==> src/rtl/fp_pkg.sv <==
// Shared constants, field widths and FSM state encoding for the integer to
// single-precision float converter.
package fp_pkg;

  localparam int FP_BIAS     = 127;
  localparam int INT_EXP_MAX = 158;
  localparam int EXP_W       = 8;
  localparam int FRAC_W      = 23;

  typedef enum logic [1:0] {
    IDLE  = 2'd0,
    NORM  = 2'd1,
    ROUND = 2'd2,
    DONE  = 2'd3
  } state_t;

  // Magnitude of a 32-bit word; 0x80000000 maps to itself as an unsigned value.
  function automatic logic [31:0] abs32(input logic [31:0] v, input logic neg);
    return neg ? (~v + 32'd1) : v;
  endfunction

endpackage

==> src/rtl/round_nearest_even.sv <==
// Combinational round-to-nearest-even increment of a 23-bit fraction.
module round_nearest_even
  import fp_pkg::*;
(
  input  logic [FRAC_W-1:0] frac,
  input  logic              guard,
  input  logic              sticky,
  output logic [FRAC_W-1:0] frac_out,
  output logic              carry
);

  logic inc;

  assign inc               = guard & (sticky | frac[0]);
  assign {carry, frac_out} = {1'b0, frac} + {{FRAC_W{1'b0}}, inc};

endmodule

==> src/rtl/int_to_float.sv <==
// Sequential 32-bit integer to IEEE754 single converter (one shift per cycle).
// Define ROUND_NEAREST_EN for round-to-nearest-even; otherwise truncates.
module int_to_float
  import fp_pkg::*;
(
  input  logic        clk,
  input  logic        rst,
  input  logic        start,
  input  logic [31:0] in_data,
  input  logic        signed_in,
  output logic [31:0] result,
  output logic        done,
  output logic        busy,
  output logic        inexact
);

  state_t            state, state_nxt;
  logic              sign;
  logic [31:0]       mag;
  logic [EXP_W-1:0]  exp_q;

  logic              neg_in;
  logic [31:0]       mag_in;
  logic [FRAC_W-1:0] frac_raw, frac_rnd;
  logic              guard, sticky, carry;

  assign neg_in   = signed_in & in_data[31];
  assign mag_in   = abs32(in_data, neg_in);

  assign frac_raw = mag[30:8];
  assign guard    = mag[7];
  assign sticky   = |mag[6:0];

`ifdef ROUND_NEAREST_EN
  round_nearest_even u_rne (
    .frac     (frac_raw),
    .guard    (guard),
    .sticky   (sticky),
    .frac_out (frac_rnd),
    .carry    (carry)
  );
`else
  assign frac_rnd = frac_raw;
  assign carry    = 1'b0;
`endif

  assign done = (state == DONE);
  assign busy = (state != IDLE);

  always_ff @(posedge clk) begin
    if (rst) state <= IDLE;
    else     state <= state_nxt;
  end

  always_comb begin
    state_nxt = state;
    case (state)
      IDLE:    if (start) state_nxt = (mag_in == 32'd0) ? DONE : NORM;
      NORM:    if (mag[31]) state_nxt = ROUND;
      ROUND:   state_nxt = DONE;
      DONE:    state_nxt = IDLE;
      default: state_nxt = IDLE;
    endcase
  end

  // Exponent starts at the value for a set bit 31 and drops once per shift.
  always_ff @(posedge clk) begin
    if (rst) begin
      sign    <= 1'b0;
      mag     <= '0;
      exp_q   <= '0;
      result  <= '0;
      inexact <= 1'b0;
    end else begin
      case (state)
        IDLE: if (start) begin
          sign  <= neg_in;
          mag   <= mag_in;
          exp_q <= INT_EXP_MAX[EXP_W-1:0];
          if (mag_in == 32'd0) begin
            result  <= '0;
            inexact <= 1'b0;
          end
        end
        NORM: if (!mag[31]) begin
          mag   <= mag << 1;
          exp_q <= exp_q - 1'b1;
        end
        ROUND: begin
          result  <= {sign, exp_q + {{(EXP_W-1){1'b0}}, carry}, frac_rnd};
          inexact <= guard | sticky;
        end
        default: ;
      endcase
    end
  end

endmodule

==> config.mk <==
export PLATFORM = sky130hd
export DESIGN_NAME = int_to_float
export DESIGN_NICKNAME = d
export VERILOG_FILES = /design/src/rtl/fp_pkg.sv /design/src/rtl/round_nearest_even.sv /design/src/rtl/int_to_float.sv
export SDC_FILE = /design/constraint.sdc
export NUM_CORES = 1
export LEC_CHECK = 0
export CORE_MARGIN = 2
export CORE_UTILIZATION = 55
export CTS_CLUSTER_DIAMETER = 80
export DETAILED_ROUTE_END_ITERATION = 10
export PLACE_DENSITY = 0.79
export SLEW_MARGIN = 20
export SYNTH_ARGS = -nofsm -noshare
export SYNTH_HDL_FRONTEND = slang
export SYNTH_SLANG_ARGS = --single-unit
==> constraint.sdc <==
create_clock -name clk -period 4.83 [get_ports clk]
set_input_delay 0.966 -clock clk [delete_from_list [all_inputs] [get_ports clk]]
set_output_delay 0.966 -clock clk [all_outputs]
set_load 0.03 [all_outputs]
# [Yosys cells after proc, flatten, opt, wreduce, memory -nomap -nowiden]
# Index checks and enable logic that the tools add are counted.
[classes] addsub=2 eq_ne=7 mux=17 bitwise=3 reduce_logical=11
[ops] op="$mux 32" n=5
[ops] op="$pmux 32 s2" n=2
[ops] op="$add 32x1->32 const B" n=1
[ops] op="$logic_not 32->1" n=1
[ops] op="$not 32->32" n=1
[ops] op="$mux 8" n=2
[ops] op="$pmux 8 s2" n=1
[ops] op="$ne 2x2->1 const B" n=4
[ops] op="$pmux 2 s4" n=1
[ops] op="$sub 8x1->8 const B" n=1
[ops] op="$reduce_or 7->1" n=1
[ops] op="$mux 2" n=3
[ops] op="$reduce_and 2->1" n=3
[ops] op="$reduce_and 3->1" n=2
[ops] op="$reduce_bool 2->1" n=3
[ops] op="$eq 2x2->1 const B" n=2
[ops] op="$eq 2x1->1 const B" n=1
[ops] op="$logic_not 2->1" n=1
[ops] op="$mux 1" n=2
[ops] op="$pmux 1 s2" n=1
[ops] op="$and 1x1->1" n=1
[ops] op="$or 1x1->1" n=1
[totals] ff_bits=76 in_bits=36 out_inout_bits=35 elab_cells=47

# [Depth between registers and ports, before layout]
# Gate-level depths: netlist of the first run.
[depth] ltp_word=7 depth_mapped=12 depth_no_buf=9

# [Worst setup path after synthesis of the first run]
# No wires, ideal clock.
[synth_path] kind="input port to flip-flop" startpoint="input in_data[0]" endpoint="register result[1]" setup_ps=95 arrival_time_ps=4076 required_time_ps=4735 slack_ps=659 path_stages=11 n_path_buf=2 path_cell_list="inv_1 -> ha_1 -> nor3b_1 -> nand4_1 -> or4_1 -> a211oi_2 -> o2111ai_2 -> or4_1 -> buf_2 -> buf_6 -> o311ai_1"
[synth_between] elab_chain_len=6
[synth_rtl] item="from (decl)" line="int_to_float.sv:9" text="input logic [31:0] in_data,"
[synth_rtl] item="$not 32->32" line="fp_pkg.sv:19" text="return neg ? (~v + 32'd1) : v;"
[synth_rtl] item="$add 32x1->32" line="fp_pkg.sv:19"
[synth_rtl] item="$mux 32 (*)" line="fp_pkg.sv:19"
[synth_rtl] item="$logic_not 32->1 (*)" line="int_to_float.sv:80" text="if (mag_in == 32'd0) begin"
[synth_rtl] item="$ne 2x2->1 (no line) (*)"
[synth_rtl] item="$reduce_and 3->1 (no line) (*)"
[synth_rtl] item="to (signal assigned)" line="int_to_float.sv:90" text="result <= {sign, exp_q + {{(EXP_W-1){1'b0}}, carry}, frac_rnd};"
[synth_rtl] item="to (decl)" line="int_to_float.sv:11" text="output logic [31:0] result,"
# Every way passes the cells marked *; elsewhere a longest branch is shown, timed or not.
# A chain may end at the register's enable or synchronous reset.

# [Worst setup path after layout of the first run]
[layout_path] startpoint="input in_data[2]" endpoint="register state[1]"
[layout_between] elab_chain_len=7
[layout_rtl] item="$not 32->32" line="fp_pkg.sv:19"
[layout_rtl] item="$add 32x1->32" line="fp_pkg.sv:19"
[layout_rtl] item="$mux 32 (*)" line="fp_pkg.sv:19"
[layout_rtl] item="$logic_not 32->1 (*)" line="int_to_float.sv:58" text="IDLE: if (start) state_nxt = (mag_in == 32'd0) ? DONE : NORM;"
[layout_rtl] item="$mux 2 (*) (2 in a row)" line="int_to_float.sv:58"
[layout_rtl] item="$pmux 2 s4 (*)" line="int_to_float.sv:57" text="case (state)"
[layout_rtl] item="to (signal assigned)" line="int_to_float.sv:52" text="else state <= state_nxt;"
[layout_rtl] item="to (decl)" line="int_to_float.sv:17" text="state_t state, state_nxt;"
# Every way passes the cells marked *; elsewhere a longest branch is shown, timed or not. The select of a mux whose other input is x is not followed.

==> results of run 1 <==
==> flip-flops by register name, summed over array words and instances, names as in the netlist <==
register,cells
state,2
mag,32
result,32
inexact,1
exp_q,8
sign,1
==> metal layers <==
metal	routed length [um]	up-vias	share of wire
met5	0	-	0
met4	681	0	0.037
met3	1600	53	0.088
met2	8330	356	0.46
met1	7610	2911	0.42
li1	-	2962	-
==> cell usage after synthesis, types with 10 or more instances <==
master      n
a211oi_1   17
a21o_1     33
a21oi_1    27
clkbuf_1   67
dfxtp_1    76
inv_1      15
nand2_1   133
nand3_1    17
nor2_1     85
nor3_1     20
nor4_1     14
o21ai_0    34
o311ai_1   32
o41ai_1    36
or3_1      20
or4_1      10
xnor2_1    18
xor2_1     11
==> per-stage QoR <==
stage / setup WS [ns] / cell area, sq um / cells / util / hold slack (ns)
finish: 0.496 / 6620 / 953 / 0.677 / 0.475
global route: 0.220 / 6620 / 953 / 0.677 / 0.510
CTS: 0.525 / 6620 / 953 / 0.677 / 0.479
detailed placement: 0.169 / 6400 / 937 / 0.655 / 0.465
global placement: 0.247 / 6400 / 937 / 0.655 / 0.460
floorplan: 0.659 / 5530 / 770 / - / 0.445
==> layout by cell type, fill, tap and decap left out, types with 17 or more instances in the layout <==
cell,count
a211oi_1,17
a21o_1,33
a21oi_1,27
buf_4,40
clkdlybuf4s50_1,69
dfxtp_1,76
nand2_1,133
nand3_1,17
nor2_1,85
nor3_1,20
o21ai_0,34
o311ai_1,32
o41ai_1,36
or3_1,20
xnor2_1,18
==> kinds of logic (layout without fill, tap and decap cells) <==
family,after synthesis,after routing
adder cells (fa/ha/maj),8,8
AND/OR/NAND/NOR,330,330
buffers and inverters,93,143
multiplexers,4,4
AO/OA/AOI/OAI,230,230
flip-flops,76,76
XOR/XNOR,29,29
==> worst min-delay path, delay by kind of cell (launching register included) <==
family | cells | cell delay [ns]
and+or+nand+nor | 1 | 0.05
DFF | 1 | 0.32
AOI/OAI and AO/OA | 1 | 0.05
==> area by class of cell <==
cell class,instances,area share
timing repair buffer,110,0.153
clock inverter,5,0.0129
clock buffer,11,0.0199
multi-input combinational,601,0.550
inverter,17,0.00965
tap,133,0.0252
sequential,76,0.230
==> power groups by stage <==
stage	logic (uW)	clock network, uW	registers (uW)
3_5_place_dp	1100	0	978
5_1_grt	1230	576	993
6_report	1120	547	972
4_1_cts	1110	549	966
2_1_floorplan	759	0	943
3_3_place_gp	1080	0	971
==> worst max-delay path by stage <==
stage	from	to	slack [ns]
after floorplan	in_data[0]	result[1]$_SDFFE_PP0P_	0.66
after global placement	in_data[2]	result[17]$_SDFFE_PP0P_	0.25
after CTS	in_data[2]	result[8]$_SDFFE_PP0P_	0.53
after detailed placement	in_data[2]	result[8]$_SDFFE_PP0P_	0.17
final	in_data[2]	state[1]$_SDFFE_PP0P_	0.50
after global routing	in_data[2]	state[1]$_SDFFE_PP0P_	0.22
==> results.md, run 1 <==
- Routing usage on met1: 0.440
- Worst Setup Start Kind: input port
- Hpwl dp: 12.8 mm
- Total gr overflow: 0
- Xor and xnor area share after synthesis: 0.0459
- CP max stage delay: 0.73 ns
- Drt first-iter violations: between 600 and 700
- Final GP Congestion: about 1.0
- Post-synthesis sequential area ratio: 0.275
- DR pass1 iterations: 6
- WL per Instance: between 15 and 20 um
- Clock tree sinks: between 70 and 80
- Worst-margin pin slew: roughly 1.1 ns
- Min cycle time layout: 4.33 ns
- Reg-to-Reg Start: state[0]$_SDFFE_PP0P_
- Layout cell share with drive strength beyond 1: 0.0817
- Adder-cell share of the synthesized area: 0.0181
- Max_slew headroom: 0.241
- LEAKAGE: around 0.0021 uW
- Hold/Removal Path Class: flip-flop to flip-flop
- # Max-Cap Violations: 0
- Status: finished, final reports clean
- Area leader, netlist: dfxtp_1
- Clk root buf: clkbuf_8
- CP cell instances: clkdlybuf4s50_1 -> nor4_1 -> nand2_1 -> or3_1 -> a2111oi_0 -> o221ai_2 -> buf_4 -> or4_1 -> a311oi_1
- Die area: approximately 11000 sq um
- Synth Area per Inst: around 7.2 sq um
- Hold path start: mag[5]$_SDFFE_PP0P_
- Post-synth EDFFs: 0
- Asr flop ratio synth: 0
- Clock skew: 0.0110 ns
- PD cells: around 400 nW/um^2
- Worst r2r dst: exp_q[7]$_SDFFE_PP0P_
- Fmax achieved: about 230 MHz
- Vias in the first global route: roughly 5800
- Initial Util: 0.566
- Global routing usage on met3: 0.0702
- Worst-skew pair later-pin latency: around 0.36 ns
- Io pins: between 70 and 80
- Top cells by area, synth: dfxtp_1 (27%), nand2_1 (9.0%), nor2_1 (5.8%)
- Internal power: approximately 1500 uW
- #FFs+latches synth: 76
- Register-to-Register Setup Slack: roughly 1.8 ns
- Synthesized area: 5530 sq um
- Synthesized netlist net count: between 800 and 900
- Clock slew at reported path FFs: about 0.080 ns
- Largest net degree at the start of global routing: 111
- Share of the synthesized area in the top cell type: 0.275
- Setup bufs post-CTS: 0
- Fillers: about 860
- Hold Path Depth: 2
- Worst Reg-to-Reg Cells: 10
- Inserted Clock Buffers: 9
- # nets final: 859
- Gr busiest metal: met2
- Compound-gate portion of the synthesized area: 0.309
- Hold Vio Cnt, Final: 0
- Layout area overhead: 19.6%
- Total power: between 2000 and 3000 uW
- # resized after CTS: 0
- NetSw: approximately 1200 uW
- CP Data Required Time: around 5.1 ns
- Met2 usage: 0.509
- RSZ-0062 raised after global routing: false
- Core footprint: 9770 sq um
- Tcrit/Tclk final: 0.897
- Dominant synthesized flop cell: dfxtp_1
- H-tree levels: 3
- Synth Area in Simple Gates: 0.275
- Worst Path Buf+Inv: 2
- Setup TNS Final: 0 ns
- Worst IR drop on VDD: around 0.00037 V
- Final setup violation count: 0
- Fin. max-slew vios: 0
- CTS tree: done
- CP Depth: 9
- Worst hold path endpoint: mag[5]$_SDFFE_PP0P_
- Comb pwr share: 0.425
- Largest family of logic cells by synthesized area: compound AO/OA/AOI/OAI gates
- Crit Path Class: input port to flip-flop
- Mux contribution to synthesized area: 0.00746
- Antenna cells: 0
- Post-synth cell types: 60
- Routed Antenna Nets: 0
- Total of warnings raised by yosys: 0
- Switching share of power: 0.439
- Port-buffer cells: 70
- Post-Synthesis Cells: 770
- DR vias: around 6300
- CTS Buffer Depth: 2
- Row count: 36
- Register share of total power: 0.368
- Die width: 104 um
- First-pass GRT wire length: 29.5 mm
- Gr usage total: 0.329
- CP top delay family: simple AND/OR/NAND/NOR gates
- Max Fanout on Critical Path: 34
- Crit path capture type: flip-flop
- Critical Path Slowest Stage Cell: nor4_1
- Final wirelength: 18.2 mm
- Register area: approximately 1500 sq um
- Area occupied by multi-input gates: roughly 3600 sq um
- Vias per cell: roughly 6.6
- CP Data Arrival Time: roughly 4.6 ns
- Initial antenna violation count: 0
- Clock share of power: 0.207
- Die H: ~100 um
- CTS hold repair buffers: 0
- Detailed-route DRC error count: 0
No activity file was read; power rests on OpenSTA's default activity.
==> inputs of run 2 (changes only) <==
--- a/config.mk
+++ b/config.mk
@@ -8,8 +8,10 @@
 export CORE_MARGIN = 2
 export CORE_UTILIZATION = 55
 export CTS_CLUSTER_DIAMETER = 80
+export CTS_CLUSTER_SIZE = 10
 export DETAILED_ROUTE_END_ITERATION = 10
-export PLACE_DENSITY = 0.79
+export DONT_BUFFER_PORTS = 1
+export PLACE_DENSITY = 0.7
 export SLEW_MARGIN = 20
 export SYNTH_ARGS = -nofsm -noshare
 export SYNTH_HDL_FRONTEND = slang
==> run 2 against run 1 <==
Cell area is 13% lower. Sequential share of layout area grew 3.5 points. Setup slack better by 0.26 ns. Register-to-register slack gained 0.11 ns. Largest power group is now registers. Sequential cell count unchanged. Clock power down 10%. Combinational power down 15%. Critical path type unchanged. Via count fell by 7.0%.
==> results.md, run 2 (synthesis gave the netlist of run 1 again) <==
- Status: finished, final reports clean
- Internal power: around 1400 uW
- Worst-margin pin slew: around 1.0 ns
- Clock share of power: 0.199
- Final setup violation count: 0
- LEAKAGE: roughly 0.0017 uW
- Worst Setup SP: in_data[0]
- Port-buffer cells: 0
- CTS tree: done
- Row count: 36
- Tcrit/Tclk final: 0.844
- Most common cell after layout, fill and taps aside: nand2_1
- # resized after CTS: 0
- Gr usage total: 0.314
- Most frequent cells in the layout: nand2_1 (133), nor2_1 (85), dfxtp_1 (76), o41ai_1 (36), o21ai_0 (34)
- Total gr overflow: 0
- CP Data Arrival Time: approximately 4.3 ns
- Inserted Clock Buffers: 9
- Clock tree sinks: 76
- Clock skew: roughly 0.011 ns
- Io pins: 71
- Clk root buf: clkbuf_8
- Register share of total power: 0.414
- Hold/Removal Path Class: flip-flop to flip-flop
- Worst IR drop on VDD: ~0.00024 V
- Core footprint: 9770 sq um
- PD cells: 430 nW/um^2
- First-pass GRT wire length: roughly 28 mm
- NetSw: ~1100 uW
- Hold Vio Cnt, Final: 0
- Die width: roughly 100 um
- Crit path capture type: flip-flop
- CTS Buffer Depth: 2
- Fmax achieved: between 200 and 250 MHz
- Reg-to-Reg Start: state[1]$_SDFFE_PP0P_
- Die area: ~11000 sq um
- DR pass1 iterations: 8
- Register area: roughly 1500 sq um
- Worst-skew pair later-pin latency: ~0.36 ns
- Hpwl dp: about 12 mm
- Final wirelength: about 17 mm
- Final GP Congestion: between 0.9 and 1
- # nets final: between 700 and 800
- Worst r2r dst: mag[24]$_SDFFE_PP0P_
- Comb pwr share: 0.387
- Worst Reg-to-Reg Cells: 10
- Max_slew headroom: 0.305
- RSZ-0062 raised after global routing: false
- Setup TNS Final: 0 ns
- Detailed-route DRC error count: 0
- Initial antenna violation count: 0
- Antenna cells: 0
- Vias per cell: slightly below 7
- Switching share of power: 0.446
- CTS hold repair buffers: 0
- Min cycle time layout: approximately 4.1 ns
- Layout cell share with drive strength beyond 1: 0.0658
- Area occupied by multi-input gates: 3640 sq um
- Top Registers: mag: 32 flops, result: 32 flops, exp_q: 8 flops
- H-tree levels: 3
- CP endpoint: result[25]$_SDFFE_PP0P_
- CP Data Required Time: 5.09 ns
- Crit Path Class: input port to flip-flop
- Layout area overhead: 3.60%
- Initial Util: 0.566
- Routed Antenna Nets: 0
- Die H: ~100 um
- Vias in the first global route: between 5000 and 6000
- Fillers: roughly 960
- Setup bufs post-CTS: 0
- DR vias: roughly 5800
- Worst Setup Start Kind: input port
- Max Fanout on Critical Path: 33
- Fin. max-slew vios: 0
- Largest net degree at the start of global routing: about 110
- Clock slew at reported path FFs: 0.09 ns
- # Max-Cap Violations: 0
- Register-to-Register Setup Slack: about 1.9 ns
- Drt first-iter violations: between 600 and 700
- Final Util: 0.586
- WL per Instance: 20.0 um
-- run 2: cell types whose count changed in the layout (fill, tap and decap cells not counted) --
cell / delta
buf_12: -1
clkinv_2: +2
ha_2: +1
ha_1: -1
clkinv_4: -1
clkdlybuf4s50_1: -69
buf_4: -20
clkinvlp_4: +1
bufinv_16: -1
clkbuf_1: -1
-- run 2: layout make-up --
class,instances,share of cell area
clock inverter,6,0.0111
inverter,17,0.0111
sequential,76,0.265
multi-input combinational,601,0.635
clock buffer,10,0.0223
timing repair buffer,20,0.0262
tap,133,0.0290
-- run 2: worst min-delay path by stage --
stage	start	endpoint	slack [ns]	depth (start not counted)
after detailed placement	mag[5]$_SDFFE_PP0P_	mag[5]$_SDFFE_PP0P_	0.46	2
final	mag[19]$_SDFFE_PP0P_	mag[19]$_SDFFE_PP0P_	0.48	2
after floorplan	mag[19]$_SDFFE_PP0P_	mag[19]$_SDFFE_PP0P_	0.45	2
after global placement	mag[2]$_SDFFE_PP0P_	mag[2]$_SDFFE_PP0P_	0.46	2
after CTS	mag[5]$_SDFFE_PP0P_	mag[5]$_SDFFE_PP0P_	0.48	2
after global routing	mag[22]$_SDFFE_PP0P_	mag[22]$_SDFFE_PP0P_	0.51	2
-- run 2: critical path: stages --
cell and delay (ns):
inv_1 0.06, ha_1 0.22, or3b_2 0.55, nor4_1 0.57, o211ai_1 0.17, nor4_1 0.36, nand4_1 0.23, or4_1 0.56
buf_4 0.27, o311ai_1 0.36
-- run 2: power by group through the flow --
stage	Combinational (uW)	Clock, uW	Sequential (uW)
after detailed placement	937	0	1020
after CTS	940	498	1010
final	953	491	1020
after global routing	1060	530	1040
after global placement	910	0	1020
after floorplan	759	0	943
-- run 2: metrics by stage --
stage | instances | area [sq um] | worst slack [ns] | total power (uW) | hold WS, ns
final | 863 | 5730 | 0.756 | 2470 | 0.485
after global routing | 863 | 5730 | 0.606 | 2630 | 0.510
after CTS | 863 | 5730 | 0.872 | 2450 | 0.476
after detailed placement | 847 | 5540 | 0.492 | 1960 | 0.464
after global placement | 847 | 5540 | 0.518 | 1930 | 0.459
after floorplan | 770 | 5530 | 0.659 | 1700 | 0.445
-- run 2: layer usage --
metal  routed length [um]  vias to the layer above  part of all wire  global-route usage
li1                     -                     2762                 -                   -
met1                 7460                     2747              0.43               0.431
met2                 7870                      303              0.46               0.488
met3                 1610                       33             0.093              0.0733
met4                  344                        0             0.020              0.0994
met5                    0                        -                 0                   0
